$ cat src/rtl/video_pkg.sv
// Shared video-path helpers: packing ratio, slot offsets, default pixel/word types.
package video_pkg;

  localparam int PIXEL_BIT_DEF  = 15;
  localparam int PACK_BIT_DEF   = 64;
  localparam int FIFO_WIDTH_DEF = 11;

  typedef logic [PIXEL_BIT_DEF-1:0] pixel_t;
  typedef logic [PACK_BIT_DEF-1:0]  word_t;

  function automatic int pack_div(input int pack_bit, input int pixel_bit);
    return pack_bit / pixel_bit;
  endfunction

  function automatic int slot_lsb(input int slot, input int pixel_bit);
    return slot * pixel_bit;
  endfunction

  // Slot counter width; at least one bit even for a two-slot word.
  function automatic int cnt_width(input int div);
    return (div <= 2) ? 1 : $clog2(div);
  endfunction

endpackage

$ cat src/rtl/pack_accum.sv
// Pixel-to-word accumulator: LSB-first slot fill, full-word and end-of-line flush detect.
// Combinational word/strobes, registered slot state; padding mode set by DATA_PACK_PAD_REPLICATE_EN.
module pack_accum
  import video_pkg::*;
#(
  parameter int PIXEL_BIT = 15,
  parameter int PACK_BIT  = 64
) (
  input  logic                 clk,
  input  logic                 rst,
  input  logic                 accept,
  input  logic [PIXEL_BIT-1:0] pixel,
  input  logic                 eol,
  output logic                 full,
  output logic                 flush,
  output logic [PACK_BIT-1:0]  word
);

  localparam int DIV = pack_div(PACK_BIT, PIXEL_BIT);
  localparam int CW  = cnt_width(DIV);
  localparam logic [CW-1:0] LAST = CW'(DIV - 1);

  logic [CW-1:0]        pcnt;
  logic [PACK_BIT-1:0]  acc;
  logic [PACK_BIT-1:0]  filled;
  logic [PACK_BIT-1:0]  padded;
  logic [PIXEL_BIT-1:0] pad_px;

`ifdef DATA_PACK_PAD_REPLICATE_EN
  logic [PIXEL_BIT-1:0] last_px;

  always_ff @(posedge clk or posedge rst) begin
    if (rst) begin
      last_px <= '0;
    end else if (accept) begin
      last_px <= pixel;
    end
  end

  assign pad_px = last_px;
`else
  assign pad_px = '0;
`endif

  always_comb begin
    filled = acc;
    padded = acc;
    for (int k = 0; k < DIV; k++) begin
      if (accept && pcnt == CW'(k)) begin
        filled[slot_lsb(k, PIXEL_BIT) +: PIXEL_BIT] = pixel;
      end
      if (CW'(k) >= pcnt) begin
        padded[slot_lsb(k, PIXEL_BIT) +: PIXEL_BIT] = pad_px;
      end
    end
  end

  assign full  = accept && (pcnt == LAST);
  assign flush = eol && (pcnt != '0);
  assign word  = full ? filled : padded;

  // Bits above the last slot are never written, so acc keeps them at zero.
  always_ff @(posedge clk or posedge rst) begin
    if (rst) begin
      pcnt <= '0;
      acc  <= '0;
    end else if (full || eol) begin
      pcnt <= '0;
      acc  <= '0;
    end else if (accept) begin
      pcnt <= pcnt + 1'b1;
      acc  <= filled;
    end
  end

endmodule

$ cat src/rtl/data_pack.sv
// Packs PACK_BIT/PIXEL_BIT pixels per word with word index, line count and 1-cycle sync delay.
// Word appears 1 cycle after its last pixel or after de falls; no backpressure; DATA_PACK_PAD_REPLICATE_EN selects flush padding.
module data_pack
  import video_pkg::*;
#(
  parameter int PIXEL_BIT  = 15,
  parameter int PACK_BIT   = 64,
  parameter int FIFO_WIDTH = 11
) (
  input  logic                  in_pclk,
  input  logic                  i_arst,
  input  logic [FIFO_WIDTH-1:0] in_x,
  input  logic [FIFO_WIDTH-1:0] in_y,
  input  logic                  in_valid,
  input  logic                  in_de,
  input  logic                  in_hs,
  input  logic                  in_vs,
  input  logic [PIXEL_BIT-1:0]  in_data,
  output logic [FIFO_WIDTH-1:0] out_x,
  output logic [FIFO_WIDTH-1:0] out_y,
  output logic                  out_valid,
  output logic                  out_de,
  output logic                  out_hs,
  output logic                  out_vs,
  output logic [PACK_BIT-1:0]   out_data,
  output logic                  out_overflow
);

  localparam logic [FIFO_WIDTH-1:0] IDX_MAX = '1;

  logic                  accept;
  logic                  eol;
  logic                  eol_q;
  logic                  full;
  logic                  flush;
  logic [PACK_BIT-1:0]   word;
  logic [FIFO_WIDTH-1:0] widx;
  logic                  unused_coords;

  assign unused_coords = ^{in_x, in_y};
  assign accept        = in_valid && in_de;
  // out_de doubles as the previous-cycle de for edge detection.
  assign eol           = !in_de && out_de;

  pack_accum #(
    .PIXEL_BIT (PIXEL_BIT),
    .PACK_BIT  (PACK_BIT)
  ) u_accum (
    .clk    (in_pclk),
    .rst    (i_arst),
    .accept (accept),
    .pixel  (in_data),
    .eol    (eol),
    .full   (full),
    .flush  (flush),
    .word   (word)
  );

  always_ff @(posedge in_pclk or posedge i_arst) begin
    if (i_arst) begin
      out_x        <= '0;
      out_y        <= '0;
      out_valid    <= 1'b0;
      out_de       <= 1'b0;
      out_hs       <= 1'b0;
      out_vs       <= 1'b0;
      out_data     <= '0;
      out_overflow <= 1'b0;
      widx         <= '0;
      eol_q        <= 1'b0;
    end else begin
      out_de    <= in_de;
      out_hs    <= in_hs;
      out_vs    <= in_vs;
      out_valid <= full || flush;
      eol_q     <= eol;
      if (full || flush) begin
        out_data <= word;
        out_x    <= widx;
      end
      if (eol) begin
        widx <= '0;
      end else if (full) begin
        if (widx == IDX_MAX) begin
          out_overflow <= 1'b1;
        end else begin
          widx <= widx + 1'b1;
        end
      end
      // Increment one cycle late so a flush word still carries the old line number.
      if (!in_vs) begin
        out_y <= '0;
      end else if (eol_q) begin
        out_y <= out_y + 1'b1;
      end
    end
  end

endmodule

$ cat config.mk
export PLATFORM = sky130hd
export DESIGN_NAME = data_pack
export DESIGN_NICKNAME = d
export VERILOG_FILES = /design/src/rtl/video_pkg.sv /design/src/rtl/pack_accum.sv /design/src/rtl/data_pack.sv
export SDC_FILE = /design/constraint.sdc
export NUM_CORES = 1
export LEC_CHECK = 0
export CORE_ASPECT_RATIO = 1.25
export CORE_UTILIZATION = 50
export DETAILED_ROUTE_END_ITERATION = 12
export PLACE_DENSITY = 0.79
export SLEW_MARGIN = 30
export SYNTH_ARGS = -nofsm -noshare
export SYNTH_HDL_FRONTEND = slang
export SYNTH_SLANG_ARGS = --single-unit
$ cat constraint.sdc
create_clock -name in_pclk -period 6.9 [get_ports in_pclk]
set_input_delay 2.07 -clock in_pclk [delete_from_list [all_inputs] [get_ports in_pclk]]
set_output_delay 2.07 -clock in_pclk [all_outputs]
set_load 0.05 [all_outputs]
After elaboration in Yosys (flattened, before gate mapping)
Cells that the tools add are included.
Storage, ports and cells
  register bits: 169
  latch bits: 0
  RAM bits: 0
  bits in read-only memories: 0
  input bits: 43
  output and inout port bits: 91
  word-level logic and storage cells: 61
  memories kept: 0
Cells by class
  $add $sub $neg: 3
  $mul: 0
  div/mod/pow operators: 0
  magnitude comparators: 4
  eq/ne operators: 6
  shifts and indexed selects: 0
  muxes and demuxes: 18
  bitwise operators: 1
  reduce and logical (&&, ||, !) cells: 16
Operators with widths (number)
  15-bit 2-to-1 mux: 8
  60-bit 2-to-1 mux: 2
  64-bit 2-to-1 mux: 1
  11-bit 2-to-1 mux: 5
  11-bit by 1-bit adder with 11-bit output (second input constant): 2
  11-bit equality test (second input constant): 1
  1-bit logical AND: 7
  2-bit nonzero test: 3
  2-bit equality test (second input constant): 2
  1-bit by 2-bit greater-or-equal comparator with 1-bit output (first input constant): 2
  2-bit greater-or-equal comparator (first input constant): 2
  2-bit 2-to-1 mux: 2
  3-bit AND reduction: 1
  2-bit by 1-bit adder with 2-bit output (second input constant): 1
  2-bit by 1-bit equality test with 1-bit output (second input constant): 1
  2-bit logical NOT: 1
  1-bit logical OR: 2
  2-bit by 1-bit inequality test with 1-bit output (second input constant): 1
  2-bit inequality test (second input constant): 1
  2-bit AND reduction: 1
  1-bit logical NOT: 1
  1-bit NOT: 1

Logic depth before layout (Yosys ltp)
  depth in word-level cells: 5
  mapped depth: 8
  depth with buffers taken out: 7

By module
A second synthesis with hierarchy kept.
Second synthesis, totals
  cells, all modules: 651
  area, all modules: 7878.8 µm²
Modules (own cells, without submodules)
  data_pack: times used 1, cells each 283, area each 4160.2 µm²
  pack_accum: times used 1, cells each 368, area each 3718.6 µm²

Worst setup path after synthesis
No wires, ideal clock.
  path kind: input to register
  start: in in_de
  end: reg widx[8]
  library setup time: 140 ps
  arrival: 3042 ps
  slack: 3718 ps
  stages on the path: 6
  buffers on the path: 2
  path through: buf_4 -> and3_1 -> buf_6 -> nand3_2 -> o311ai_0 -> o41ai_1
Between the ends
  cells in the longest elaborated chain, start to end: 4
Ends and longest elaborated chain
  start: declaration: RTL line data_pack.sv:15  | input logic in_de,
  1-bit logical NOT / 1-bit logical AND (equally long branches): RTL line data_pack.sv:43, data_pack.sv:41
  1-bit logical AND (on tied branches): RTL line data_pack.sv:43, pack_accum.sv:58
  2-bit inequality test (no line) / 2-bit nonzero test (equally long branches)
  2-bit AND reduction (no line)
  end signal: assignment: RTL line data_pack.sv:87  | widx <= widx + 1'b1;
  end: declaration: RTL line data_pack.sv:37  | logic [FIFO_WIDTH-1:0] widx;
Parallel ways exist; a longest one is shown, timed or not.
A chain may end at the register's enable or synchronous reset.

Worst setup path after layout
  start: in in_de
  end: reg out_data[15]
Between the ends
  cells in the longest elaborated chain, start to end: 4
Ends and longest elaborated chain
  1-bit logical AND / 1-bit logical NOT (equally long branches): RTL line data_pack.sv:41, data_pack.sv:43
  1-bit logical AND (on tied branches): RTL line pack_accum.sv:49, data_pack.sv:43
  15-bit 2-to-1 mux / 1-bit logical AND (equally long branches): RTL line pack_accum.sv:49, pack_accum.sv:59
  60-bit 2-to-1 mux / 1-bit logical OR (equally long branches): RTL line pack_accum.sv:60, data_pack.sv:77
  end signal: assignment: RTL line data_pack.sv:78  | out_data <= word;
  end: declaration: RTL line data_pack.sv:25  | output logic [PACK_BIT-1:0] out_data,
Parallel ways exist; a longest one is shown, timed or not.

==> results.py <==
metrics = {
    "worst_setup_path": {
        "crit_chain": "clkdlybuf4s50_1, nand3_1, a21oi_2, a221oi_1, nor2_1",
        "worstSetupStartpoint": "in_de",
        "cp_slowest_cell": "a21oi_2",
        "critPathArrivalTime_ns": 4.73,
        "cp.required_ns": 7.24,
        "cp-start-kind": "primary input",
        "r2r-end": "out_data[15]$_DFFE_PP0P_",
        "critPathTopFamily": "compound AO/OA/AOI/OAI gates",
        "setup.worst_path.end_class": "flip-flop",
        "cpPeakStageDelay_ns": 0.91,
        "crit_path_end": "out_data[15]$_DFFE_PP0P_",
        "crit_type": "primary input to flip-flop",
        "r2r_cells": 5,
        "r2r-start": "u_accum.pcnt[0]$_DFFE_PP0P_",
        "reg2reg_slack_ns": 4.24,
        "cp_max_fo": 18,
        "crit_cells": 5,
        "critical_path_buf_inv_count": 1,
    },
    "synth": {
        "async_reset_ff_frac": 1.000,
        "yosysTopAreaCellShare": 0.5793,
        "synth-seq-area-share": 0.5793,
        "yosysTopAreaCell": "dfrtp_1",
        "syn_area_um2": 6307,
        "synthFlopType": "dfrtp_1",
        "synth_area_leaders": "dfrtp_1 58%, a22o_1 6.2%, nand2_1 4.4%, mux2i_1 4.3%, nor2_1 2.9%",
        "yosys_warnings": 0,
        "avgSynthCellArea_um2": 11.20,
        "ys_ff_latch": 146,
        "synth_cells": 563,
        "synthDistinctLibCells": 55,
        "synth_edf_count": 0,
    },
    "finish": {
        "area_growth_pct": 25.73,
        "final_cell_mix": "146 x dfrtp_1, 107 x clkdlybuf4s50_1, 74 x nand2_1",
        "finalNetCount": 705,
        "antenna_cells": 0,
        "final_common_cell": "dfrtp_1",
        "drive_above_1_share": 0.06876,
    },
    "grt": {
        "grt_max_degree": 103,
        "grt_pass1_wl_um": 24760,
        "grt_usage": 0.2500,
        "grt_pass1_vias": 4975,
        "antenna_found_initial": 0,
        "overflow": 0,
    },
    "clock_tree": {
        "clockBufferDepth": 2,
        "cts_tree": "built",
        "clk_latency_ns": 0.42,
        "ctsResizeCount": 0,
        "numCtsBuffers": 17,
        "cts-htree-levels": 4,
        "cts_hold_buf": 0,
        "clkSlewWorstSetupHoldPaths_ns": 0.06,
        "cts_setup_buffers": 0,
        "cts_root_buf": "clkbuf_16",
        "clock-sinks": 146,
    },
    "die": {
        "io_pins": 134,
        "initial_core_util": 0.5162,
        "rows": 45,
        "die_area_um2": 13070,
        "coreArea_um2": 12220,
        "fp.dieW_um": 102.5,
        "fp.dieH_um": 127.6,
    },
    "pwr": {
        "ir_drop_mv": 0.3471,
        "p_leak_nw": 3.644,
        "power.density_nw_per_um2": 393.6,
    },
    "timing": {
        "worst_hold_slack_ns": 0.4599,
        "hold_viol": 0,
        "min_period_ns": 4.387,
        "rsz0062_at_grt": "no",
        "finalCritPeriodShare": 0.6358,
        "final_max_slew_viol_count": 0,
        "setup_viol": 0,
        "max_slew.worst_pin.slew_ns": 0.9591,
        "fmaxAchievable_mhz": 227.9,
        "relSlewSlack": 0.3590,
        "final.setup.tns_ns": 0,
        "skew_ns": 0.006798,
    },
    "placement": {
        "portBuffers": 107,
        "place_congestion": 0.8128,
        "dpl.hpwl_um": 9684,
    },
    "route": {
        "drt_iter0_drc": 327,
        "drt_pre_antenna_iters": 5,
        "viasPerCell": 5.884,
        "ant_nets": 0,
        "remaining_drc_errors": 0,
        "wire_per_inst_um": 18.33,
        "finalWirelength_um": 15270,
        "vias": 4901,
    },
    "hold_path": {
        "hp-class": "flip-flop to flip-flop",
    },
    "status": {
        "status": "finished, final reports clean",
    },
    "run": {
        "maxCapViolations": 0,
    },
}
## flip-flops by register name, summed over array words and instances (netlist names), 2 cells and up
name,flops
out_y,11
widx,11
u_accum.acc,45
u_accum.pcnt,2
out_data,60
out_x,11
## Yosys cell counts (9+ instances only)
library cell / number
and2_1: 10
buf_2: 14
a221oi_1: 15
dfrtp_1: 146
o22ai_1: 20
o21ai_0: 21
buf_4: 12
a21oi_1: 15
mux2i_1: 27
inv_1: 12
o21ai_1: 9
nand2_1: 74
a22o_1: 45
nor2_1: 48
## cell families after synthesis
group                      count (synthesis)  share of synthesized area
and+or+nand+nor                          165                     0.1226
DFF                                      146                     0.5792
adders and majority gates                  6                    0.01190
buffers and inverters                     53                    0.04781
xor gates and xnor gates                   8                    0.01111
muxes                                     28                    0.04463
AOI/OAI and AO/OA                        156                     0.1821
other                                      1                  0.0005945
## where the power goes
part,internal [W],switching (W),total [W]
clock,0.000539,0.000327,0.000867
combinational,0.000361,0.000755,0.00112
sequential,0.00103,0.000114,0.00114
## cell type report
| type | instances | area [um2] |
|---|---|---|
| clock buffers | 26 | 469.2 |
| repair buffers | 110 | 1094 |
| inverters | 14 | 62.56 |
| clock inverters | 6 | 80.08 |
| well taps | 164 | 205.2 |
| fillers | 935 | 4288 |
| multi-input cells | 367 | 2366 |
| flip-flops and latches | 146 | 3654 |
## tightest hold or removal path, cell delays in order, from the launching register on
cell and delay [ns]:
dfrtp_1 0.33, nand2_1 0.05, nand2_1 0.05
## worst min-delay path by stage
stage | slack [ns] | depth (start not counted) | endpoint | from
floorplan | 0.47 | 1 | u_accum.acc[0]$_DFFE_PP0P_ | u_accum.acc[0]$_DFFE_PP0P_
global placement | 0.45 | 2 | out_x[7]$_DFFE_PP0P_ | out_x[7]$_DFFE_PP0P_
detailed placement | 0.46 | 2 | out_x[4]$_DFFE_PP0P_ | out_x[4]$_DFFE_PP0P_
CTS | 0.47 | 2 | out_x[4]$_DFFE_PP0P_ | out_x[4]$_DFFE_PP0P_
global route | 0.49 | 2 | out_x[4]$_DFFE_PP0P_ | out_x[4]$_DFFE_PP0P_
finish | 0.46 | 2 | out_x[4]$_DFFE_PP0P_ | out_x[4]$_DFFE_PP0P_
## metal layers
| metal | vias to the layer above | GRT usage | wire length [um] |
|---|---|---|---|
| met5 | - | 0 | 0 |
| met4 | 0 | 0.1538 | 695 |
| met3 | 52 | 0.06400 | 1092 |
| met2 | 238 | 0.3808 | 7363 |
| met1 | 2412 | 0.3175 | 6116 |
| li1 | 2199 | - | - |
## per-stage QoR
stage	utilization	std cells	area, um2	setup slack, ns	total power (W)
2_1_floorplan	-	566	6319	0.9070	0.001881
6_report	0.6491	833	7930	2.513	0.003122
3_3_place_gp	0.6037	801	7376	2.069	0.002243
3_5_place_dp	0.6039	801	7378	2.174	0.002259
5_1_grt	0.6491	833	7930	2.407	0.003245
4_1_cts	0.6488	833	7928	2.587	0.003134
Power figures use the tool's default switching activity.
